File: config.mk
export PLATFORM = sky130hd
export DESIGN_NAME = shift_sequencer
export DESIGN_NICKNAME = d
export VERILOG_FILES = /design/src/rtl/shift_sequencer.sv
export SDC_FILE = /design/constraint.sdc
export NUM_CORES = 1
export LEC_CHECK = 0
export ABC_CLOCK_PERIOD_IN_PS = 9600
export CAP_MARGIN = 10
export CORE_MARGIN = 1
export CORE_UTILIZATION = 58
export CTS_BUF_LIST = sky130_fd_sc_hd__clkbuf_8 sky130_fd_sc_hd__clkbuf_16
export DETAILED_ROUTE_END_ITERATION = 10
export PLACE_DENSITY_LB_ADDON = 0.12
export SLEW_MARGIN = 5
export SYNTH_ARGS = -nofsm -noshare
export SYNTH_HDL_FRONTEND = slang
export SYNTH_SLANG_ARGS = --single-unit
File: constraint.sdc
create_clock -name clk -period 9.6 [get_ports clk]
set_input_delay 1.44 -clock clk [delete_from_list [all_inputs] [get_ports clk]]
set_output_delay 1.44 -clock clk [all_outputs]
set_load 0.005 [all_outputs]
File: src/rtl/shift_sequencer.sv
// Multi-cycle 32-bit logical shifter: moves at most STEP bit positions per clock behind a start/ready handshake.
// Optional `SHIFT_SEQ_ARITH_EN adds an 'arith' input for sign-filling right shifts.
module shift_sequencer #(
    parameter int WIDTH = 32,
    parameter int STEP  = 4
) (
    input  logic             clk,
    input  logic             rst,
    input  logic             start,
    input  logic [WIDTH-1:0] A,
    input  logic [31:0]      shamt,
    input  logic             dir,
`ifdef SHIFT_SEQ_ARITH_EN
    input  logic             arith,
`endif
    output logic             ready,
    output logic             busy,
    output logic             done,
    output logic [WIDTH-1:0] res
);

    localparam int CW = $clog2(WIDTH + 1);
    localparam logic [CW-1:0] STEP_C  = CW'(STEP);
    localparam logic [CW-1:0] WIDTH_C = CW'(WIDTH);

    typedef enum logic [1:0] {IDLE, SHIFT, DONE} state_t;

    state_t           state_q, state_d;
    logic [WIDTH-1:0] work_q, work_d;
    logic [WIDTH-1:0] res_q, res_d;
    logic [CW-1:0]    cnt_q, cnt_d;
    logic             d_q, d_d;
    logic             fill_q, fill_d;

    logic [CW-1:0]    cnt_init;
    logic [CW-1:0]    k;
    logic [CW-1:0]    cnt_rem;
    logic [WIDTH-1:0] shifted;
    logic             fill_in;

`ifdef SHIFT_SEQ_ARITH_EN
    assign fill_in = arith & A[WIDTH-1];
`else
    assign fill_in = 1'b0;
`endif

    // Full 32-bit compare so huge shift amounts never alias into a small count.
    assign cnt_init = (shamt >= 32'(WIDTH)) ? WIDTH_C : shamt[CW-1:0];
    assign k        = (cnt_q < STEP_C) ? cnt_q : STEP_C;
    assign cnt_rem  = cnt_q - k;
    assign shifted  = d_q ? ((work_q >> k) | ({WIDTH{fill_q}} & ~({WIDTH{1'b1}} >> k)))
                          : (work_q << k);

    always_comb begin
        state_d = state_q;
        work_d  = work_q;
        res_d   = res_q;
        cnt_d   = cnt_q;
        d_d     = d_q;
        fill_d  = fill_q;
        case (state_q)
            IDLE, DONE: begin
                if (start) begin
                    work_d = A;
                    d_d    = dir;
                    fill_d = dir & fill_in;
                    cnt_d  = cnt_init;
                    if (cnt_init == '0) begin
                        res_d   = A;
                        state_d = DONE;
                    end else begin
                        state_d = SHIFT;
                    end
                end else if (state_q == DONE) begin
                    state_d = IDLE;
                end
            end
            SHIFT: begin
                work_d = shifted;
                cnt_d  = cnt_rem;
                if (cnt_rem == '0) begin
                    res_d   = shifted;
                    state_d = DONE;
                end
            end
            default: state_d = IDLE;
        endcase
    end

    always_ff @(posedge clk) begin
        if (rst) begin
            state_q <= IDLE;
            work_q  <= '0;
            res_q   <= '0;
            cnt_q   <= '0;
            d_q     <= 1'b0;
            fill_q  <= 1'b0;
        end else begin
            state_q <= state_d;
            work_q  <= work_d;
            res_q   <= res_d;
            cnt_q   <= cnt_d;
            d_q     <= d_d;
            fill_q  <= fill_d;
        end
    end

    assign ready = (state_q != SHIFT);
    assign busy  = (state_q == SHIFT);
    assign done  = (state_q == DONE);
    assign res   = res_q;

endmodule
==> impl_metrics.sql <==
INSERT INTO impl_metrics (metric_group, metric, value, unit) VALUES
('run_status', 'status', 'finished clean', ''),
('critical_path', 'critPathRequiredTime', '9880', 'ps'),
('logic_synthesis', 'synth_cell_types', '63', ''),
('logic_synthesis', 'syn_area', '5800', 'um2'),
('sta', 'measured_slew_at_the_worst_slew_check_pin', '1310', 'ps'),
('critical_path', 'startpoint_type', 'input pin', ''),
('clock_network', 'post_cts.repair.setup_buffers', '0', ''),
('sta', 'setup_tns', '0', 'ps'),
('sta', 'timing.final.setup_violations', '0', ''),
('clock_network', 'cts_buffer_depth', '2', ''),
('layout', 'layoutNonFillerInstCount', '900', ''),
('min_path', 'worstHoldEndpoint', 'res[0]', ''),
('critical_path', 'critical_path.slowest_cell', 'sky130_fd_sc_hd__a21o_1', ''),
('drt', 'highest-signal-layer', 'met4', ''),
('critical_path', 'cell_by_cell_trace_of_the_critical_path', 'clkdlybuf4s50_1 > nor4_1 > nand4_1 > nor3_2 > a21o_1 > o221ai_1 > a21oi_1', ''),
('sta', 'relSlewSlack', '0.125', ''),
('clock_network', 'hold_buffers', '0', ''),
('critical_path', 'path_class', 'in -> reg', ''),
('sta', 'final.period_utilization', '0.409', ''),
('critical_path', 'critPathMaxStageDelay', '910', 'ps'),
('job', 'drv_cap', '0', ''),
('critical_path', 'regToRegSetupSlack', '5830', 'ps'),
('sta', 'timing.final.max_slew_violations', '0', ''),
('clock_network', 'tritoncts', 'built', ''),
('layout', 'multi_input_comb_area', '3910', 'um2'),
('logic_synthesis', 'compound_cell_area_share_of_the_yosys_netlist', '0.234', ''),
('die', 'num_io_pins', '103', ''),
('critical_path', 'path_max_fanout', '29', ''),
('logic_synthesis', 'synth.mux.area_fraction', '0.216', ''),
('clock_network', 'post_cts_resized', '0', ''),
('drt', 'avgViaCountPerCell', '6.79', ''),
('logic_synthesis', 'synth_top_flop_cell', 'sky130_fd_sc_hd__dfxtp_1', ''),
('sta', 'finalClockSkew', '12.8', 'ps'),
('die', 'rows', '36', ''),
('drt', 'drt-wirelength-per-cell', '20.6', 'um'),
('clock_network', 'number_of_sinks_driven_by_the_clock_tree', '73', ''),
('sta', 'hold_viol', '0', ''),
('logic_synthesis', 'number_of_enable_type_register_cells_in_the_synthesized_netlist', '0', ''),
('clock_network', 'htreeDepth', '3', ''),
('drt', 'detailroute.wirelength.met3', '2380', 'um'),
('power', 'vdd_ir_drop_max', '90.0', 'uV'),
('logic_synthesis', 'ys_seq_area_frac', '0.252', ''),
('drt', 'drt_pass1_iterations', '6', ''),
('critical_path', 'crit-reg2reg-capture', 'res[27]', ''),
('logic_synthesis', 'async_flop_share', '0', ''),
('logic_synthesis', 'synthCells', '727', ''),
('logic_synthesis', 'synthesis.yosys.warnings', '0', ''),
('global_route', 'first_global_vias', '5540', ''),
('placement', 'gpl.final_weighted_congestion', '0.911', ''),
('drt', 'detailed_route_wire_length_on_metal_1', '7460', 'um'),
('drt', 'drc_errors', '0', ''),
('clock_network', 'tritoncts.num_buffers', '9', ''),
('logic_synthesis', 'synth_seq_cells', '73', ''),
('global_route', 'largest_net_degree_at_the_start_of_global_routing', '77', ''),
('drt', 'final_antenna_net_count', '0', ''),
('drt', 'detailroute.via_count', '6110', ''),
('logic_synthesis', 'syn_nets', '796', ''),
('layout', 'diodes', '0', ''),
('die', 'placeableCoreArea', '9730', 'um2'),
('sta', 'fmax', '255', 'MHz'),
('placement', 'place_inst', '884', ''),
('critical_path', 'start_point_of_the_critical_path', 'shamt[28]', ''),
('layout', 'regArea', '1460', 'um2'),
('critical_path', 'critical_path_arrival', '4200', 'ps'),
('placement', 'numPortBuffers', '102', ''),
('global_route', 'globalRoute.totalOverflow', '0', ''),
('logic_synthesis', 'adder_cell_area_share_of_the_yosys_netlist', '0.00216', ''),
('layout', 'final.fill_count', '774', ''),
('layout', 'area_growth_syn_to_layout', '17.9', '%'),
('die', 'floorplan.die.height', '102', 'um'),
('clock_network', 'clk_root_buffer_cell', 'sky130_fd_sc_hd__clkbuf_8', '');
[worst max-delay path: cells and delay by family]
family          cells  cell delay, ps
simple gates        3             940
compound gates      3            1380
buf+inv             1             450
[sequential cells by signal (all words and copies together) (netlist names)]
register,cells
cnt_q,6
d_q,1
res,32
state_q,2
work_q,32
[power by group]
part	internal (mW)	switching (mW)	leakage [nW]
Clock	0.0985	0.143	0.0884
Combinational	0.146	0.176	1.55
Sequential	0.326	0.0566	0.598
[cells by family (layout without fill, tap and decap cells)]
family,Yosys count,after routing
multiplexers,73,73
buffers and inverters,93,133
XOR/XNOR,1,1
flip-flops,73,73
other,1,1
adder cells (fa/ha/maj),1,1
AO/OA/AOI/OAI,199,199
AND/OR/NAND/NOR,286,286
[stage by stage]
step / worst slack, ps / cell area, um2 / hold slack [ps] / total power, mW
final: 5670 / 6840 / 467 / 0.947
after floorplan: 6480 / 5800 / 448 / 0.599
after CTS: 5690 / 6840 / 467 / 0.936
after detailed placement: 5350 / 6660 / 452 / 0.701
after global routing: 5480 / 6840 / 487 / 0.992
after global placement: 5420 / 6660 / 442 / 0.691
[worst max path at each step]
stage	slack, ps	cells after the start	to
2_1_floorplan	6480	11	res[19]
6_report	5670	7	res[27]
5_1_grt	5480	7	res[27]
3_5_place_dp	5350	7	res[27]
3_3_place_gp	5420	7	res[27]
4_1_cts	5690	7	res[27]
[synthesized netlist by cell type, types with 2 or more instances]
cell type,n,area share
sky130_fd_sc_hd__nor2_1,89,0.058
sky130_fd_sc_hd__nand2b_1,5,0.0054
sky130_fd_sc_hd__buf_1,6,0.0039
sky130_fd_sc_hd__a2bb2oi_1,2,0.0030
sky130_fd_sc_hd__nor3b_1,4,0.0052
sky130_fd_sc_hd__nand3b_1,3,0.0039
sky130_fd_sc_hd__o31a_1,2,0.0030
sky130_fd_sc_hd__o21a_1,4,0.0052
sky130_fd_sc_hd__o211ai_1,10,0.013
sky130_fd_sc_hd__or4_1,3,0.0039
sky130_fd_sc_hd__buf_2,21,0.018
sky130_fd_sc_hd__a311oi_1,12,0.018
sky130_fd_sc_hd__a31oi_1,11,0.012
sky130_fd_sc_hd__mux2i_1,26,0.045
sky130_fd_sc_hd__a2111oi_0,2,0.0030
sky130_fd_sc_hd__and3_1,4,0.0043
sky130_fd_sc_hd__a222oi_1,3,0.0052
sky130_fd_sc_hd__buf_4,8,0.010
sky130_fd_sc_hd__nor2b_1,3,0.0032
sky130_fd_sc_hd__buf_6,4,0.0078
sky130_fd_sc_hd__nand2_1,115,0.074
sky130_fd_sc_hd__and2_1,9,0.0097
sky130_fd_sc_hd__a21o_1,3,0.0039
sky130_fd_sc_hd__o22ai_1,2,0.0022
sky130_fd_sc_hd__o21ai_0,25,0.022
sky130_fd_sc_hd__nor4_1,8,0.0086
sky130_fd_sc_hd__or3_1,8,0.0086
sky130_fd_sc_hd__a21oi_1,64,0.055
sky130_fd_sc_hd__a22oi_1,4,0.0052
sky130_fd_sc_hd__mux2_2,6,0.012
sky130_fd_sc_hd__mux4_2,41,0.16
sky130_fd_sc_hd__o32ai_1,2,0.0030
sky130_fd_sc_hd__a211oi_1,28,0.036
sky130_fd_sc_hd__o311ai_0,4,0.0060
sky130_fd_sc_hd__a221oi_1,3,0.0045
sky130_fd_sc_hd__nand4_1,2,0.0022
sky130_fd_sc_hd__clkbuf_1,51,0.033
sky130_fd_sc_hd__dfxtp_1,73,0.25
sky130_fd_sc_hd__nor3_1,20,0.017
sky130_fd_sc_hd__o221ai_1,3,0.0045
sky130_fd_sc_hd__nand3_1,10,0.0086
sky130_fd_sc_hd__inv_1,3,0.0019
[layout make-up]
cell class,count,share of cell area
sequential,73,0.214
clock inverter,7,0.00896
multi-input combinational,561,0.571
clock buffer,9,0.0181
timing repair buffer,114,0.162
tap,133,0.0243
inverter,3,0.00165
[layer usage]
layer	up-vias	GRT usage
met5	-	0
met4	0	0.121
met3	42	0.0800
met2	458	0.535
met1	2853	0.538
li1	2757	-
Note: power is estimated with default switching activity, not from simulation.
